`src/rtl/ahb_master.sv`:
```
// Single-transfer AHB-Lite initiator: turns a valid/ready command stream into
// pipelined NONSEQ/IDLE transfers and returns read data on a one-cycle strobe.
module ahb_master #(
    parameter int addrWidth = 8,
    parameter int dataWidth = 32
) (
    input  logic                 hclk,
    input  logic                 hresetn,
    input  logic                 cmd_valid,
    output logic                 cmd_ready,
    input  logic                 cmd_write,
    input  logic [addrWidth-1:0] cmd_addr,
    input  logic [dataWidth-1:0] cmd_wdata,
    output logic [addrWidth-1:0] haddr,
    output logic                 hwrite,
    output logic [1:0]           htrans,
    output logic [dataWidth-1:0] hwdata,
    input  logic                 hready,
    input  logic [dataWidth-1:0] hrdata,
    output logic                 rsp_valid,
    output logic [dataWidth-1:0] rsp_rdata,
    output logic                 busy
);

    typedef enum logic {
        AP_IDLE   = 1'b0,
        AP_NONSEQ = 1'b1
    } ap_state_t;

    typedef enum logic [1:0] {
        DP_NONE  = 2'b00,
        DP_WRITE = 2'b01,
        DP_READ  = 2'b10
    } dp_state_t;

    localparam logic [1:0] HTRANS_IDLE   = 2'b00;
    localparam logic [1:0] HTRANS_NONSEQ = 2'b10;

    ap_state_t              ap_state_r;
    ap_state_t              ap_next_s;
    dp_state_t              dp_state_r;
    dp_state_t              dp_next_s;
    logic [addrWidth-1:0]   haddr_r;
    logic                   hwrite_r;
    logic [1:0]             htrans_r;
    logic [dataWidth-1:0]   wdata_r;
    logic [dataWidth-1:0]   hwdata_r;
    logic                   rsp_valid_r;
    logic [dataWidth-1:0]   rsp_rdata_r;
    logic                   busy_r;
    logic                   accept_s;

    // A command can only be taken when the bus is not stalling.
    assign cmd_ready = hready;
    assign accept_s  = hready & cmd_valid;

    assign haddr     = haddr_r;
    assign hwrite    = hwrite_r;
    assign htrans    = htrans_r;
    assign hwdata    = hwdata_r;
    assign rsp_valid = rsp_valid_r;
    assign rsp_rdata = rsp_rdata_r;
    assign busy      = busy_r;

    // Address-phase next state: advances only on hready edges.
    always_comb begin
        ap_next_s = ap_state_r;
        if (hready) begin
            if (cmd_valid) begin
                ap_next_s = AP_NONSEQ;
            end else begin
                ap_next_s = AP_IDLE;
            end
        end else begin
            ap_next_s = ap_state_r;
        end
    end

    // Data-phase next state: inherits the current address phase on hready edges.
    always_comb begin
        dp_next_s = dp_state_r;
        if (hready) begin
            case (ap_state_r)
                AP_NONSEQ: dp_next_s = hwrite_r ? DP_WRITE : DP_READ;
                AP_IDLE:   dp_next_s = DP_NONE;
                default:   dp_next_s = DP_NONE;
            endcase
        end else begin
            dp_next_s = dp_state_r;
        end
    end

    // State registers plus registered bus-facing outputs.
    always_ff @(posedge hclk) begin
        if (!hresetn) begin
            ap_state_r  <= AP_IDLE;
            dp_state_r  <= DP_NONE;
            haddr_r     <= {addrWidth{1'b0}};
            hwrite_r    <= 1'b0;
            htrans_r    <= HTRANS_IDLE;
            wdata_r     <= {dataWidth{1'b0}};
            hwdata_r    <= {dataWidth{1'b0}};
            rsp_valid_r <= 1'b0;
            rsp_rdata_r <= {dataWidth{1'b0}};
            busy_r      <= 1'b0;
        end else begin
            ap_state_r <= ap_next_s;
            dp_state_r <= dp_next_s;
            htrans_r   <= (ap_next_s == AP_NONSEQ) ? HTRANS_NONSEQ : HTRANS_IDLE;
            busy_r     <= (ap_next_s == AP_NONSEQ) || (dp_next_s != DP_NONE);
            if (accept_s) begin
                haddr_r  <= cmd_addr;
                hwrite_r <= cmd_write;
                wdata_r  <= cmd_wdata;
            end
            // hwdata changes only when a write enters its data phase, so it is
            // naturally held across stalls and idle cycles.
            if (hready && (ap_state_r == AP_NONSEQ) && hwrite_r) begin
                hwdata_r <= wdata_r;
            end
            if (hready && (dp_state_r == DP_READ)) begin
                rsp_valid_r <= 1'b1;
                rsp_rdata_r <= hrdata;
            end else begin
                rsp_valid_r <= 1'b0;
            end
        end
    end

endmodule

```
`config.mk`:
```
export PLATFORM = sky130hd
export DESIGN_NAME = ahb_master
export DESIGN_NICKNAME = d
export VERILOG_FILES = /design/src/rtl/ahb_master.sv
export SDC_FILE = /design/constraint.sdc
export NUM_CORES = 1
export LEC_CHECK = 0
export BUFFER_PORTS_ARGS = -buffer_cell sky130_fd_sc_hd__buf_2
export CORE_MARGIN = 2
export CORE_UTILIZATION = 35
export CTS_BUF_LIST = sky130_fd_sc_hd__clkbuf_8
export DETAILED_ROUTE_END_ITERATION = 6
export SYNTH_ARGS = -nofsm -noshare
export SYNTH_HDL_FRONTEND = slang
export SYNTH_SLANG_ARGS = --single-unit
```
`constraint.sdc`:
```
create_clock -name hclk -period 2.4 [get_ports hclk]
set_input_delay 0.24 -clock hclk [delete_from_list [all_inputs] [get_ports hclk]]
set_output_delay 0.24 -clock hclk [all_outputs]
set_load 0.02 [all_outputs]
```
==> implementation parameters, run 1 <==
Parameter                              Value

CTS
  Number of buffers inserted to repair setup after CTS    0
  Clock insertion delay at the later pin of the skew report    370 ps
  Total of hold buffers inserted after clock tree synthesis    0
  CTS sink cnt    110
  Post-cts gate resize count    0
  TritonCTS clock tree    yes
  CTS Buf Count    9
  Number of H-tree levels    3
  Buffer type at the clock tree root    sky130_fd_sc_hd__clkbuf_8
  Clock transition at the register clock pins on the worst setup and hold paths after CTS    around 100 ps
  Buffer depth of the longest clock path    2

Placed design
  Worst-case setup slack after placement    around 910 ps
  Final RePlAce weighted congestion    0.761
  Dpl cells    771
  HPWL reported at the end of detailed placement    between 6 and 7 mm
  Area post-placement    5350 um^2
  Port Buffers    153

Drt
  Detail-routed via count per cell    4.64
  Max layer used    met4
  Count of antenna-violating nets left after detailed routing    0
  Initial DRC count    142
  Met3 routed wirelength    ~860 um
  Routed met2 length    4.45 mm
  Met1 layer wirelength in the final routing    4.87 mm
  Total iterations of the first detailed-routing run    4
  Total via count in the routed design    roughly 3600
  Final WL    10.3 mm
  Wire length per cell    13.1 um
  Remaining routing DRC violations    0

Final layout
  Total number of nets in the final design    between 600 and 700
  Post-layout instance count excluding filler cells    785
  Fin area    around 5500 um^2
  Share of layout cells above drive strength 1    28.2%
  Area growth, synth to finish    19.9%
  Fill cell count    roughly 1300
  ANT cells    0

Synthesis
  Count of cell types in the netlist    25
  Cell area after synthesis    4600 um^2
  Number of register bits inferred by synthesis    110
  Count of warnings emitted by yosys    0
  Synthesized area divided by synthesized cell count    9.43 um^2
  Net count of the mapped netlist    565
  Fraction of the yosys area taken by sequential cells    between 40% and 50%
  Synthesized instance count    approximately 490

Timing
  Fin Hold WS    104 ps
  Post-Route Setup TNS    0 ps
  Max-slew violations    0
  Final hold violation count    0
  Time the worst path needs with I/O delays and setup    approximately 1400 ps
  Unrepaired setup endpoints after global routing    no
  Slew at the pin closest to its max-slew limit    693 ps
  Final critical-path share of the clock period    59.5%
  Relative slew slack    53.8%
  Finish-stage setup viols    0
  Maximum clock frequency    701 MHz
  Minimum setup slack in the final design    a little under 1000 ps
  Maximum clock skew at final layout    7.99 ps

Floorplan
  Placeable Area    12700 um^2
  Die Area    14100 um^2
  Die Height    approximately 120 um
  Number of placement rows    41
  Overall die width    119 um
  Starting density of the core    36.2%
  I/O pin count    roughly 160

Global route
  Pin count of the biggest net entering global routing    91
  Initial antenna violation count    0
  Wire length of the first global-routing pass    16.6 mm
  Total overflow reported by the global router    0
  Vias in the first global route    3419
  All-Layer GR Usage    14.5%

Worst setup path
  Buffers & Inverters on Critical Path    0
  R2R Path End    hwdata[5]
  Critical Path Start Type    flip-flop
  Kind of cell adding the most delay to the critical path    simple AND/OR/NAND/NOR gates
  Critical Path, Cell by Cell    and3_4, mux2i_1
  Slowest cell on the critical path    sky130_fd_sc_hd__and3_4
  Setup slack, reg-to-reg    a little under 1000 ps
  Required time of the critical path    2700 ps
  Signal arrival time at the worst endpoint    1730 ps
  Launch instance of the worst register-to-register path    htrans[1]
  Largest incremental delay on the critical path    650 ps
  CP endpoint kind    flip-flop
  CP Class    flip-flop to flip-flop
  Number of cell instances on the worst register-to-register path    2
  Largest fanout on the critical path    33

Min path
  Instance count along the most critical hold path    3
  Min-Delay Endpoint    rsp_rdata[29]
  Critical hold path startpoint    hrdata[29]
  Class of the tightest hold or removal check    input pin to flip-flop

Power and ir drop
  Maximum ir drop on the vdd rail    0.356 mV
  Power density over cell area    between 500 and 600 nW/um^2
  Leakage Power    roughly 2.5 nW

Run status
  Result of the run    finished clean

Job
  Total of max-cap violations    0
state kept, by name, summed over array words and instances (netlist names):
name	count
busy	1
dp_state_r	2
haddr	8
htrans	1
hwdata	32
hwrite	1
rsp_rdata	32
rsp_valid	1
wdata_r	32
where the power goes:
group	total, mW	internal, mW	switching [mW]
logic	0.298	0.131	0.166
registers	1.89	1.87	0.0198
clock network	1.04	0.460	0.580
total	3.22	2.46	0.766
how the worst max path moves through the flow:
| stage | startpoint | to | slack (ps) | cells after the start |
|---|---|---|---|---|
| 2_1_floorplan | hwrite | hwdata[10] | 1230 | 4 |
| 3_3_place_gp | hready | hwdata[22] | 1010 | 3 |
| 3_5_place_dp | hready | rsp_rdata[11] | 910 | 4 |
| 4_1_cts | htrans[1] | hwdata[5] | 950 | 2 |
| 5_1_grt | htrans[1] | hwdata[22] | 840 | 2 |
| 6_report | htrans[1] | hwdata[5] | 970 | 2 |
tightest hold or removal path, cell delays in order:
cell and delay (ps):
sky130_fd_sc_hd__buf_2 90, sky130_fd_sc_hd__nand2_1 40, sky130_fd_sc_hd__mux2i_1 50
cell families after synthesis:
family	share of synthesized area [%]
AND/OR/NAND/NOR	17.3
flip-flops	47.8
AO/OA/AOI/OAI	13.9
multiplexers	14.1
buffers and inverters	6.71
other	0.0815
per-layer routing:
metal	vias up	GRT usage, %
met4	0	3.35
met1	1646	18.5
met5	-	0
li1	1869	-
met3	7	6.23
met2	119	22.6
layout make-up:
cell class | instances | area (um^2) | share of cell area, %
clock inverter | 5 | 46.3 | 0.839
clock buffer | 9 | 124 | 2.24
inverter | 1 | 3.75 | 0.0680
multi-input combinational | 328 | 2090 | 37.9
timing repair buffer | 160 | 833 | 15.1
tap | 172 | 215 | 3.90
sequential | 110 | 2200 | 39.9
through the flow:
stage | utilization, % | power (mW)
6_report | 43.4 | 3.22
5_1_grt | 43.4 | 3.39
4_1_cts | 43.4 | 3.29
3_5_place_dp | 42.0 | 2.23
3_3_place_gp | 42.0 | 2.22
2_1_floorplan | - | 2.13
cell usage in the layout, fill, tap and decap left out, types with 2 or more instances in the layout:
master and count:
sky130_fd_sc_hd__o21a_1 42, sky130_fd_sc_hd__and3_1 41, sky130_fd_sc_hd__nand2_1 128, sky130_fd_sc_hd__inv_1 4
sky130_fd_sc_hd__a21boi_0 40, sky130_fd_sc_hd__a21boi_1 2, sky130_fd_sc_hd__buf_4 7, sky130_fd_sc_hd__dfxtp_1 110
sky130_fd_sc_hd__buf_2 152, sky130_fd_sc_hd__nor2b_1 2, sky130_fd_sc_hd__clkbuf_8 9, sky130_fd_sc_hd__mux2i_1 65
cells in the mapped netlist:
library cell / number / area [um^2]
sky130_fd_sc_hd__mux2i_1: 65 / 651
sky130_fd_sc_hd__or4_1: 1 / 7.51
sky130_fd_sc_hd__a21boi_0: 40 / 300
sky130_fd_sc_hd__and3_1: 41 / 257
sky130_fd_sc_hd__clkbuf_2: 3 / 15.0
sky130_fd_sc_hd__nor2b_1: 2 / 12.5
sky130_fd_sc_hd__inv_1: 1 / 3.75
sky130_fd_sc_hd__dfxtp_1: 110 / 2200
sky130_fd_sc_hd__and3b_1: 1 / 8.76
sky130_fd_sc_hd__a21boi_1: 2 / 15.0
sky130_fd_sc_hd__and3_4: 1 / 11.3
sky130_fd_sc_hd__nand3b_1: 1 / 7.51
sky130_fd_sc_hd__clkbuf_1: 24 / 90.1
sky130_fd_sc_hd__o311a_1: 1 / 10.0
sky130_fd_sc_hd__buf_2: 8 / 40.0
sky130_fd_sc_hd__conb_1: 1 / 3.75
sky130_fd_sc_hd__buf_12: 2 / 40.0
sky130_fd_sc_hd__buf_6: 7 / 78.8
sky130_fd_sc_hd__buf_4: 3 / 22.5
sky130_fd_sc_hd__buf_8: 1 / 15.0
sky130_fd_sc_hd__buf_1: 1 / 3.75
sky130_fd_sc_hd__and2_1: 1 / 6.26
sky130_fd_sc_hd__nand2_1: 128 / 480
sky130_fd_sc_hd__nand2b_1: 1 / 6.26
sky130_fd_sc_hd__o21a_1: 42 / 315
Note: power is estimated with default switching activity, not from simulation.
==> run 2, diff against run 1 <==
- clock period: 2.4 -> 1.3 ns (I/O delays scaled with it)
==> run 2 against run 1 <==
Effect of this change: maximum frequency grew 21%; sequential share of layout area is 3.0 points lower; die area unchanged; critical path depth is 1 higher; combinational power increased by 120%; critical path type unchanged; critical endpoint unchanged.
==> implementation parameters, run 2 (same netlist as run 1, synthesis figures left out) <==
Parameter                              Value

Run status
  Result of the run    finished clean

Drt
  Routed met2 length    4.61 mm (+3.5%)
  Max layer used    met4
  Met1 layer wirelength in the final routing    5.26 mm (+8.1%)
  Total via count in the routed design    3777 (+3.7%)
  Initial DRC count    184 (+30%)
  Wire length per cell    13.2 um (+0.80%)
  Total iterations of the first detailed-routing run    4 (unchanged)
  Remaining routing DRC violations    0 (unchanged)
  Final WL    10.8 mm (+5.4%)
  Met3 routed wirelength    796 um (-7.1%)
  Count of antenna-violating nets left after detailed routing    0 (unchanged)
  Detail-routed via count per cell    4.60 (-0.81%)

Floorplan
  Number of placement rows    41 (unchanged)
  Starting density of the core    36.2% (unchanged)
  Die Height    119 um (unchanged)
  Placeable Area    12700 um^2 (unchanged)
  Die Area    14100 um^2 (unchanged)
  I/O pin count    155 (unchanged)
  Overall die width    119 um (unchanged)

Worst setup path
  Kind of cell adding the most delay to the critical path    flip-flops
  Signal arrival time at the worst endpoint    1480 ps (-250 ps)
  Setup slack, reg-to-reg    120 ps (-850 ps)
  Critical Path, Cell by Cell    and3_4, buf_12, mux2i_1
  Buffers & Inverters on Critical Path    1 (+1)
  Required time of the critical path    1600 ps (-1100 ps)
  CP Class    flip-flop to flip-flop
  Largest incremental delay on the critical path    430 ps (-220 ps)
  CP endpoint kind    flip-flop
  Critical path launch point    htrans[1]
  Slowest cell on the critical path    sky130_fd_sc_hd__dfxtp_1
  Launch instance of the worst register-to-register path    htrans[1]
  Critical Path Start Type    flip-flop
  R2R Path End    hwdata[5]
  Number of cell instances on the worst register-to-register path    3 (+1)
  Critical Path Sink    hwdata[5]
  Largest fanout on the critical path    14 (-58%)
  Number of stages on the worst setup path    3 (+1)

Power and ir drop
  Power density over cell area    1040 nW/um^2 (+78%)
  Maximum ir drop on the vdd rail    0.553 mV (+56%)
  Leakage Power    2.64 nW (+7.2%)

Timing
  Time the worst path needs with I/O delays and setup    1180 ps (-248 ps)
  Max-slew violations    0 (unchanged)
  Finish-stage setup viols    0 (unchanged)
  Maximum clock frequency    848 MHz (+21%)
  Unrepaired setup endpoints after global routing    no
  Final hold violation count    0 (unchanged)
  Post-Route Setup TNS    0 ps (unchanged)
  Final critical-path share of the clock period    90.7% (+31 points)
  Maximum clock skew at final layout    11.3 ps (+3.32 ps)

CTS
  Number of buffers inserted to repair setup after CTS    0 (unchanged)
  Clock insertion delay at the later pin of the skew report    370 ps (about the same)
  Clock transition at the register clock pins on the worst setup and hold paths after CTS    100 ps (about the same)
  CTS Buf Count    9 (unchanged)
  CTS sink cnt    110 (unchanged)
  Buffer depth of the longest clock path    2 (unchanged)
  TritonCTS clock tree    yes
  Buffer type at the clock tree root    sky130_fd_sc_hd__clkbuf_8
  Number of H-tree levels    3 (unchanged)

Global route
  All-Layer GR Usage    15.2% (+0.68 points)
  Pin count of the biggest net entering global routing    85 (-6.6%)
  Wire length of the first global-routing pass    17.6 mm (+6.4%)
  Vias in the first global route    3564 (+4.2%)
  Initial antenna violation count    0 (unchanged)
  Total overflow reported by the global router    0 (unchanged)

Min path
  Critical hold path startpoint    hrdata[7]
  Class of the tightest hold or removal check    input pin to flip-flop

Placed design
  Port Buffers    153 (unchanged)
  Area post-placement    5470 um^2 (+2.3%)
  Final RePlAce weighted congestion    0.706 (-7.2%)
  HPWL reported at the end of detailed placement    6.87 mm (+2.5%)

Final layout
  Commonest non-fill, non-tap cells in the layout    sky130_fd_sc_hd__buf_2, sky130_fd_sc_hd__nand2_1, sky130_fd_sc_hd__dfxtp_1
  Share of layout cells above drive strength 1    28.0% (-0.18 points)
  Fin area    5970 um^2 (+8.2%)
  Leading cell type in the layout, fill and taps excluded    sky130_fd_sc_hd__buf_2
  Area growth, synth to finish    29.7%
  Total number of nets in the final design    722 (+5.1%)
  ANT cells    0 (unchanged)

Job
  Total of max-cap violations    0 (unchanged)
[run 2: cell types whose count changed in the layout (fill, tap and decap cells not counted)]
cell | before | now
sky130_fd_sc_hd__buf_12 | 1 | 8
sky130_fd_sc_hd__dlygate4sd3_1 | 0 | 30
sky130_fd_sc_hd__clkinv_4 | 0 | 2
sky130_fd_sc_hd__clkbuf_8 | 9 | 10
sky130_fd_sc_hd__buf_4 | 7 | 5
sky130_fd_sc_hd__clkinvlp_4 | 0 | 1
sky130_fd_sc_hd__inv_1 | 4 | 1
[run 2: through the flow]
stage	std cells	hold slack (ps)	utilization (%)	setup WS [ps]	power (mW)
after detailed placement	776	386	43.0	159	4.14
after CTS	821	2.58	46.9	93.6	6.32
final	821	24.7	46.9	121	6.21
after floorplan	488	272	-	130	3.93
after global placement	776	379	43.0	205	4.13
after global routing	821	19.8	46.9	15.0	6.53
[run 2: routing by layer]
layer,GRT usage [%],vias up
li1,-,1943
met1,20.2,1704
met2,23.3,118
met3,4.44,12
met4,5.36,0
met5,0,-
[run 2: layout make-up]
type | count | area, um^2
Sequential cell | 110 | 2200
Fill cell | 1223 | 6750
Inverter | 1 | 3.75
Multi-Input combinational cell | 328 | 2090
Clock buffer | 10 | 138
Clock inverter | 5 | 60.1
Timing Repair Buffer | 195 | 1260
Tap cell | 172 | 215
[run 2: report_power, final]
part           switching [mW]  internal (mW)
sequential             0.0369           3.45
combinational           0.328          0.325
clock                    1.14          0.937
total                    1.50           4.71
[run 2: tightest hold or removal path: cells and delay by family]
kind	cells	cell delay [ps]
multiplexers	1	60
buffers and inverters	1	100
AND/OR/NAND/NOR	1	60
[run 2: what timing repair did]
item | CTS | global route
hold buffers | 30 | 0
resized for setup | 0 | 0
endpoints found under the hold margin | 30 | 0
[run 2: worst min-delay path by stage]
stage,cells past startpoint,endpoint,slack (ps)
6_report,3,rsp_rdata[7],20
3_5_place_dp,3,rsp_rdata[29],390
5_1_grt,3,rsp_rdata[7],20
3_3_place_gp,3,rsp_rdata[9],380
2_1_floorplan,2,rsp_rdata[0],270
4_1_cts,3,rsp_rdata[7],3
